File: src/rtl/seq_counter_sched_pkg.sv
// Shared types and counter constants for the lap-job scheduler.
package seq_counter_sched_pkg;

  typedef enum logic [1:0] {
    IDLE   = 2'd0,
    LAUNCH = 2'd1,
    RUN    = 2'd2,
    DONE   = 2'd3
  } sched_state_e;

  localparam logic [7:0] SEQ_HOME     = 8'd0;
  localparam logic [7:0] SEQ_FIRST    = 8'd7;
  localparam logic [7:0] SEQ_LAST     = 8'd13;
  localparam int         LAP_LEN_NORM = 7;
  localparam int         LAP_LEN_SKIP = 4;

endpackage

File: src/rtl/seq_counter_sched_if.sv
// Client request/completion bundle plus the control lines of the shared sequence counter.
interface seq_counter_sched_if #(
  parameter int LAP_W = 4
);
  logic [1:0]         req_valid;
  logic [2*LAP_W-1:0] req_laps;
  logic [1:0]         req_skip;
  logic [1:0]         req_ready;
  logic [1:0]         done_pulse;
  logic               done_err;
  logic               busy;
  logic               grant_id;
  logic               seq_start;
  logic               seq_skip;
  logic               seq_rstn;
  logic [7:0]         seq_count;

  modport master (
    output req_valid, req_laps, req_skip, seq_count,
    input  req_ready, done_pulse, done_err, busy, grant_id, seq_start, seq_skip, seq_rstn
  );

  modport slave (
    input  req_valid, req_laps, req_skip, seq_count,
    output req_ready, done_pulse, done_err, busy, grant_id, seq_start, seq_skip, seq_rstn
  );
endinterface

File: src/rtl/seq_counter_sched_rr_arb2.sv
// Two-way round-robin arbiter; the last-grant register only moves when a grant is accepted.
module seq_counter_sched_rr_arb2 (
  input  logic       clk,
  input  logic       rstn,
  input  logic [1:0] i_req,
  input  logic       i_accept,
  output logic [1:0] o_gnt
);
  logic r_last;

  // Reset to "requester 1 went last" so requester 0 wins the first contention.
  always_ff @(posedge clk or negedge rstn) begin
    if (!rstn)         r_last <= 1'b1;
    else if (i_accept) r_last <= o_gnt[1];
  end

  assign o_gnt[0] = i_req[0] & (~i_req[1] | r_last);
  assign o_gnt[1] = i_req[1] & (~i_req[0] | ~r_last);
endmodule

File: src/rtl/seq_counter_sched.sv
// Round-robin lap-job scheduler driving a shared external start/skip sequence counter.
module seq_counter_sched
  import seq_counter_sched_pkg::*;
#(
  parameter int LAP_W   = 4,
  parameter int TIMEOUT = 16
) (
  input logic                clk,
  input logic                rstn,
  seq_counter_sched_if.slave sched_bus
);
  // state  | meaning
  // IDLE   | waiting for a request, arbiter grant shown on req_ready
  // LAUNCH | start asserted until the counter reaches 7
  // RUN    | counting laps in the job's skip mode
  // DONE   | counter held in reset, completion strobe
  localparam int               TMO_W    = $clog2(TIMEOUT);
  localparam logic [TMO_W-1:0] TMO_INIT = TMO_W'(TIMEOUT - 1);
  localparam logic [TMO_W-1:0] TMO_ONE  = TMO_W'(1);
  localparam logic [LAP_W-1:0] LAP_ONE  = LAP_W'(1);

  sched_state_e     r_state, w_next;
  logic [LAP_W-1:0] r_laps, r_laps_done, w_req_laps;
  logic [TMO_W-1:0] r_tmo;
  logic [7:0]       r_prev_cnt;
  logic             r_skip, r_grant_id, r_err, r_seq_rstn;
  logic [1:0]       w_gnt;
  logic             w_accept, w_win, w_lap_evt, w_entry7, w_tmo_hit, w_to_err;

  seq_counter_sched_rr_arb2 u_arb (
    .clk      (clk),
    .rstn     (rstn),
    .i_req    (sched_bus.req_valid),
    .i_accept (w_accept),
    .o_gnt    (w_gnt)
  );

  assign w_accept   = (r_state == IDLE) && (sched_bus.req_valid != 2'b00);
  assign w_win      = w_gnt[1];
  assign w_req_laps = w_win ? sched_bus.req_laps[2*LAP_W-1:LAP_W] : sched_bus.req_laps[LAP_W-1:0];
  assign w_lap_evt  = (sched_bus.seq_count == SEQ_FIRST) && (r_prev_cnt == SEQ_LAST);
  assign w_entry7   = (sched_bus.seq_count == SEQ_FIRST) && (r_prev_cnt != SEQ_FIRST);
  assign w_tmo_hit  = (r_tmo == '0);

  always_ff @(posedge clk or negedge rstn) begin
    if (!rstn) r_state <= IDLE;
    else       r_state <= w_next;
  end

  always_comb begin
    w_next   = r_state;
    w_to_err = 1'b0;
    unique case (r_state)
      IDLE:   if (w_accept) w_next = (w_req_laps == '0) ? DONE : LAUNCH;
      LAUNCH: begin
        if (sched_bus.seq_count == SEQ_FIRST) w_next = RUN;
        else if (w_tmo_hit) begin
          w_next   = DONE;
          w_to_err = 1'b1;
        end
      end
      RUN: begin
        if (w_lap_evt && ((r_laps_done + LAP_ONE) == r_laps)) w_next = DONE;
        else if (!w_entry7 && w_tmo_hit) begin
          w_next   = DONE;
          w_to_err = 1'b1;
        end
      end
      DONE:   w_next = IDLE;
    endcase
  end

  // The timeout is a down-counter reloaded on accept, on RUN entry and on every fresh arrival at 7.
  always_ff @(posedge clk or negedge rstn) begin
    if (!rstn) begin
      r_laps      <= '0;
      r_laps_done <= '0;
      r_skip      <= 1'b0;
      r_grant_id  <= 1'b0;
      r_err       <= 1'b0;
      r_tmo       <= TMO_INIT;
      r_prev_cnt  <= SEQ_HOME;
      r_seq_rstn  <= 1'b0;
    end else begin
      r_prev_cnt <= sched_bus.seq_count;
      r_seq_rstn <= (w_next != DONE);
      if (w_accept) begin
        r_laps     <= w_req_laps;
        r_skip     <= sched_bus.req_skip[w_win];
        r_grant_id <= w_win;
        r_err      <= 1'b0;
        r_tmo      <= TMO_INIT;
      end else if (w_to_err) begin
        r_err <= 1'b1;
      end
      if (r_state == LAUNCH && w_next == RUN) begin
        r_laps_done <= '0;
        r_tmo       <= TMO_INIT;
      end else if (r_state == RUN && w_entry7) begin
        r_tmo <= TMO_INIT;
        if (w_lap_evt) r_laps_done <= r_laps_done + LAP_ONE;
      end else if ((r_state == LAUNCH || r_state == RUN) && !w_tmo_hit) begin
        r_tmo <= r_tmo - TMO_ONE;
      end
    end
  end

  // Skip follows the job already on the 7 that ends LAUNCH, so the first lap step uses the job's mode.
  always_comb begin
    sched_bus.req_ready  = 2'b00;
    sched_bus.done_pulse = 2'b00;
    sched_bus.done_err   = 1'b0;
    sched_bus.seq_start  = 1'b0;
    sched_bus.seq_skip   = 1'b0;
    case (r_state)
      IDLE:   if (rstn) sched_bus.req_ready = w_gnt;
      LAUNCH: begin
        sched_bus.seq_start = 1'b1;
        if (sched_bus.seq_count == SEQ_FIRST) sched_bus.seq_skip = r_skip;
      end
      RUN:    sched_bus.seq_skip = r_skip;
      DONE:   begin
        sched_bus.done_pulse[r_grant_id] = 1'b1;
        sched_bus.done_err               = r_err;
      end
      default: ;
    endcase
  end

  assign sched_bus.busy     = (r_state != IDLE);
  assign sched_bus.grant_id = r_grant_id;
  assign sched_bus.seq_rstn = r_seq_rstn;
endmodule
File: src/flat_wrapper.sv
// flat-port wrapper written by rule: the top's interface ports become plain ports
module seq_counter_sched_flat import seq_counter_sched_pkg::*;
#(
  parameter int LAP_W   = 4,
  parameter int TIMEOUT = 16
)
  (clk, rstn, sched_bus_req_valid, sched_bus_req_laps, sched_bus_req_skip, sched_bus_seq_count, sched_bus_req_ready, sched_bus_done_pulse, sched_bus_done_err, sched_bus_busy, sched_bus_grant_id, sched_bus_seq_start, sched_bus_seq_skip, sched_bus_seq_rstn);
  seq_counter_sched_if #(.LAP_W(LAP_W)) sched_bus_i ();
  input logic clk;
  input logic rstn;
  input wire logic [$bits(sched_bus_i.req_valid)-1:0] sched_bus_req_valid;
  input wire logic [$bits(sched_bus_i.req_laps)-1:0] sched_bus_req_laps;
  input wire logic [$bits(sched_bus_i.req_skip)-1:0] sched_bus_req_skip;
  input wire logic [$bits(sched_bus_i.seq_count)-1:0] sched_bus_seq_count;
  output wire logic [$bits(sched_bus_i.req_ready)-1:0] sched_bus_req_ready;
  output wire logic [$bits(sched_bus_i.done_pulse)-1:0] sched_bus_done_pulse;
  output wire logic [$bits(sched_bus_i.done_err)-1:0] sched_bus_done_err;
  output wire logic [$bits(sched_bus_i.busy)-1:0] sched_bus_busy;
  output wire logic [$bits(sched_bus_i.grant_id)-1:0] sched_bus_grant_id;
  output wire logic [$bits(sched_bus_i.seq_start)-1:0] sched_bus_seq_start;
  output wire logic [$bits(sched_bus_i.seq_skip)-1:0] sched_bus_seq_skip;
  output wire logic [$bits(sched_bus_i.seq_rstn)-1:0] sched_bus_seq_rstn;
  assign sched_bus_i.req_valid = sched_bus_req_valid;
  assign sched_bus_i.req_laps = sched_bus_req_laps;
  assign sched_bus_i.req_skip = sched_bus_req_skip;
  assign sched_bus_i.seq_count = sched_bus_seq_count;
  assign sched_bus_req_ready = sched_bus_i.req_ready;
  assign sched_bus_done_pulse = sched_bus_i.done_pulse;
  assign sched_bus_done_err = sched_bus_i.done_err;
  assign sched_bus_busy = sched_bus_i.busy;
  assign sched_bus_grant_id = sched_bus_i.grant_id;
  assign sched_bus_seq_start = sched_bus_i.seq_start;
  assign sched_bus_seq_skip = sched_bus_i.seq_skip;
  assign sched_bus_seq_rstn = sched_bus_i.seq_rstn;
  seq_counter_sched #(.LAP_W(LAP_W), .TIMEOUT(TIMEOUT)) u_core (.clk(clk), .rstn(rstn), .sched_bus(sched_bus_i));
endmodule
File: config.mk
export PLATFORM = sky130hd
export DESIGN_NAME = seq_counter_sched_flat
export DESIGN_NICKNAME = d
export VERILOG_FILES = /design/src/rtl/seq_counter_sched_pkg.sv /design/src/rtl/seq_counter_sched_if.sv /design/src/rtl/seq_counter_sched_rr_arb2.sv /design/src/rtl/seq_counter_sched.sv /design/src/flat_wrapper.sv
export SDC_FILE = /design/constraint.sdc
export NUM_CORES = 1
export LEC_CHECK = 0
export CAP_MARGIN = 25
export CORE_UTILIZATION = 45
export DETAILED_ROUTE_END_ITERATION = 6
export PLACE_DENSITY = 0.83
export SETUP_SLACK_MARGIN = 0.1
export SYNTH_ARGS = -nofsm -noshare
export SYNTH_HDL_FRONTEND = slang
export SYNTH_SLANG_ARGS = --single-unit
File: constraint.sdc
create_clock -name clk -period 2.03 [get_ports clk]
set_input_delay 0.406 -clock clk [delete_from_list [all_inputs] [get_ports clk]]
set_output_delay 0.406 -clock clk [all_outputs]
set_load 0.05 [all_outputs]
==> impl_results.md, run 1 <==
- Outcome: finished clean
- #FFs+latches synth: 27
- Buffers added on ports: 31
- Final core occ: 0.838
- Routed vias/inst: slightly below 6
- Psw: roughly 1.6 mW
- Nets: 263
- Ys async rst share: 1.00
- DRT iter0 DRCs: 67
- Element type at the critical path end: flop
- CP max stage delay: 400 ps
- Drt first pass iters: 4
- Critical Setup Path Class: in2reg
- Initial antenna violation count: 0
- Final Skew: ~13 ps
- CP dominant cell by count: buf_4
- YS warnings: 0
- Pwr per Cell Area: 1370 nW/um^2
- DIE AREA: 3590 sq um
- Number of clock buffers inserted by TritonCTS: 3
- Clk root buf: clkbuf_4
- Tcrit/Tclk final: 0.993
- Layout Area Growth over Synthesis: 73.9%
- Num rows: 20
- Minimum clock period: 2020 ps
- Most common cell in the netlist: dfrtp_1
- WP data required: 2280 ps
- Crit Reg-Reg Startpoint: u_core.r_tmo[0]
- DRC: 0
- I/O Pins: 32
- EDFF count, synth: 0
- Seq/Total Area, Yosys: 0.452
- Hold_ws: 193 ps
- Lkg Pwr: 1.17 nW
- Clock Sinks: 27
- Area share of the largest cell type after synthesis: 0.365
- Worst-case reg-to-reg path depth: 6
- Startpoint Class: primary input
- TNS Setup: 0 ps
- GRT Residual Overflow: 0
- Actual slew at the worst max-slew pin: between 400 and 500 ps
- R2R Setup Slk: 10 ps
- Vias: 1611
- Fmax: 496 MHz
- Skew-Pair Late Insertion Delay: 320 ps
- Post-route antenna net violation count: 0
- Synth Cell Area: 1510 sq um
- Crit path from: sched_bus_seq_count[2]
- Avg WL per Cell: 20.2 um
- Switching share of power: 0.453
- Synth Instances: 152
- CTS tree: yes
- Ranking of synthesized cells by area: dfrtp_1 (37%), dfstp_2 (8.7%), ha_1 (5.8%), nor2_1 (4.0%), nand2_1 (3.7%)
- ANT cells: 0
- CP endpoint: u_core.r_tmo[3]
- Combinational share of power: 0.699
- Unrepaired setup endpoints after global routing: true
- Max transition margin: 0.668
- Clk pwr share: 0.064
- Largest net degree at the start of global routing: 28
- Mean post-synth cell area: 9.92 sq um
- Hold buffer count at CTS: 0
- Worst EP arrival: around 2300 ps
- Number of global-route vias before repair: 1642
- Pint: ~2.0 mW
- Post-Route WL: 5600 um
- Worst flop-to-flop path endpoint: u_core.r_tmo[3]
- Most instantiated cells after synthesis: dfrtp_1 (22), nor2_1 (16), nand2_1 (15), a21oi_1 (9)
- Worst-path clk slew: 130 ps
- Library cells used by synthesis: between 40 and 50
- Hold Path Class: in2reg
- Vert. Die Dim: 59.9 um
- Tot GR Track Use: 0.301
- First-pass GRT wire length: 7780 um
- Worst path slowest cell: or3_4
- H-tree levels: 1
- Top FF cell, synth: dfrtp_1
- Critical-path cell list: dlygate4sd2_1, nand4b_1, buf_6, nor2_4, buf_4, buf_4, or3_4, o311a_4, a211o_1
- Chip Width: 59.9 um
- Max Cap Viol: 0
- Share of cells above drive strength 1: 0.472
- GPL Wtd Cong: ~0.9
- Max-slew violations: 0
- HPWL Detailed: 3170 um
- Leading area contributor after synthesis: dfrtp_1
- Synth Net Count: 181
- Core region area: 3130 sq um
- Initial core utilization: 0.482
- Max Root-Sink Buffers: 2
- Maximum VDD drop: roughly 0.58 mV
- Reg power frac: 0.237
- Max FO, Critical Path: 5
- Final hold vios: 0
- # setup viols final: 0
==> sequential cells by signal (all words and copies together), names as in the netlist <==
register / cells
u_core.r_prev_cnt: 8
u_core.r_laps: 4
u_core.r_laps_done: 4
u_core.r_tmo: 4
u_core.r_state: 2
u_core.r_err: 1
u_core.r_skip: 1
u_core.sched_bus.grant_id: 1
u_core.sched_bus.seq_rstn: 1
u_core.u_arb.r_last: 1
==> cells in the final DEF, fill, tap and decap left out, types with 3 or more instances in the layout <==
cell	instances
nor2_1	12
dlygate4sd2_1	5
a31oi_1	5
clkbuf_4	3
nand4b_1	3
buf_4	38
nand2_1	13
xor2_1	6
a21oi_1	8
dfstp_2	5
nor2_4	3
ha_4	4
xnor2_1	4
buf_12	8
buf_6	12
o21ai_0	4
inv_2	3
mux2i_1	3
clkdlybuf4s50_1	12
dfrtp_1	20
==> cells by family after synthesis <==
family / Yosys count / share of synthesized area
and+or+nand+nor: 53 / 0.181
AOI/OAI and AO/OA: 41 / 0.198
DFF: 27 / 0.452
xor gates and xnor gates: 10 / 0.0581
buffers and inverters: 10 / 0.0249
adders and majority gates: 7 / 0.0581
muxes: 4 / 0.0274
==> layer usage <==
layer  part of all wire  global-route usage
met1               0.40               0.360
met2               0.52               0.530
met3              0.050              0.0346
met4              0.034               0.150
met5                  0                   0
==> power groups by stage <==
| stage | Sequential, mW | Combinational (mW) | Clock, mW |
|---|---|---|---|
| 6_report | 0.851 | 2.51 | 0.231 |
| 3_3_place_gp | 0.830 | 1.67 | 0 |
| 3_5_place_dp | 0.841 | 1.74 | 0 |
| 5_1_grt | 0.854 | 2.64 | 0.246 |
| 4_1_cts | 0.820 | 2.12 | 0.230 |
| 2_1_floorplan | 0.874 | 1.00 | 0 |
==> worst min-delay path by stage <==
| stage | from | end | slack (ps) | cells after the start |
|---|---|---|---|---|
| CTS | sched_bus_seq_count[5] | u_core.r_prev_cnt[5] | 180 | 1 |
| finish | sched_bus_seq_count[5] | u_core.r_prev_cnt[5] | 190 | 1 |
| global route | sched_bus_seq_count[5] | u_core.r_prev_cnt[5] | 180 | 1 |
| detailed placement | u_core.r_laps[1] | u_core.r_laps[1] | 500 | 2 |
| global placement | u_core.r_skip | u_core.r_skip | 470 | 2 |
| floorplan | rstn | u_core.r_err | 110 | 0 |
==> what timing repair did <==
item	4_1_cts	5_1_grt
pin swaps	18	12
setup buffers	16	11
hold endpoints to repair	0	0
setup endpoints to repair	16	15
resized for setup	53	28
gates cloned	0	0
==> stage by stage <==
stage	instances	worst slack (ps)	area [sq um]	power (mW)
after global placement	246	-430	2160	2.50
after floorplan	152	11.6	1570	1.88
after detailed placement	246	-499	2160	2.58
after global routing	277	-16.6	2620	3.74
after CTS	266	51.7	2440	3.17
final	277	14.6	2620	3.60
==> layout make-up <==
| cell class | instances | area, sq um |
|---|---|---|
| Clock buffer | 4 | 26.3 |
| Inverter | 8 | 40.0 |
| Multi-Input combinational cell | 115 | 1040 |
| Fill cell | 154 | 507 |
| Sequential cell | 27 | 684 |
| Tap cell | 44 | 55.1 |
| Timing Repair Buffer | 79 | 779 |
==> critical path: cells and delay by family <==
kind / cells / cell delay, ps
AO/OA/AOI/OAI: 2 / 650
buffers and inverters: 4 / 650
AND/OR/NAND/NOR: 3 / 560
(Power assumes the default switching activity.)
==> inputs of run 2 (changes only) <==
HOLD_SLACK_MARGIN = 0.06   (was not set)
==> results of run 2 <==
No change in the layout: final DEF, timing and power equal those of run 1.
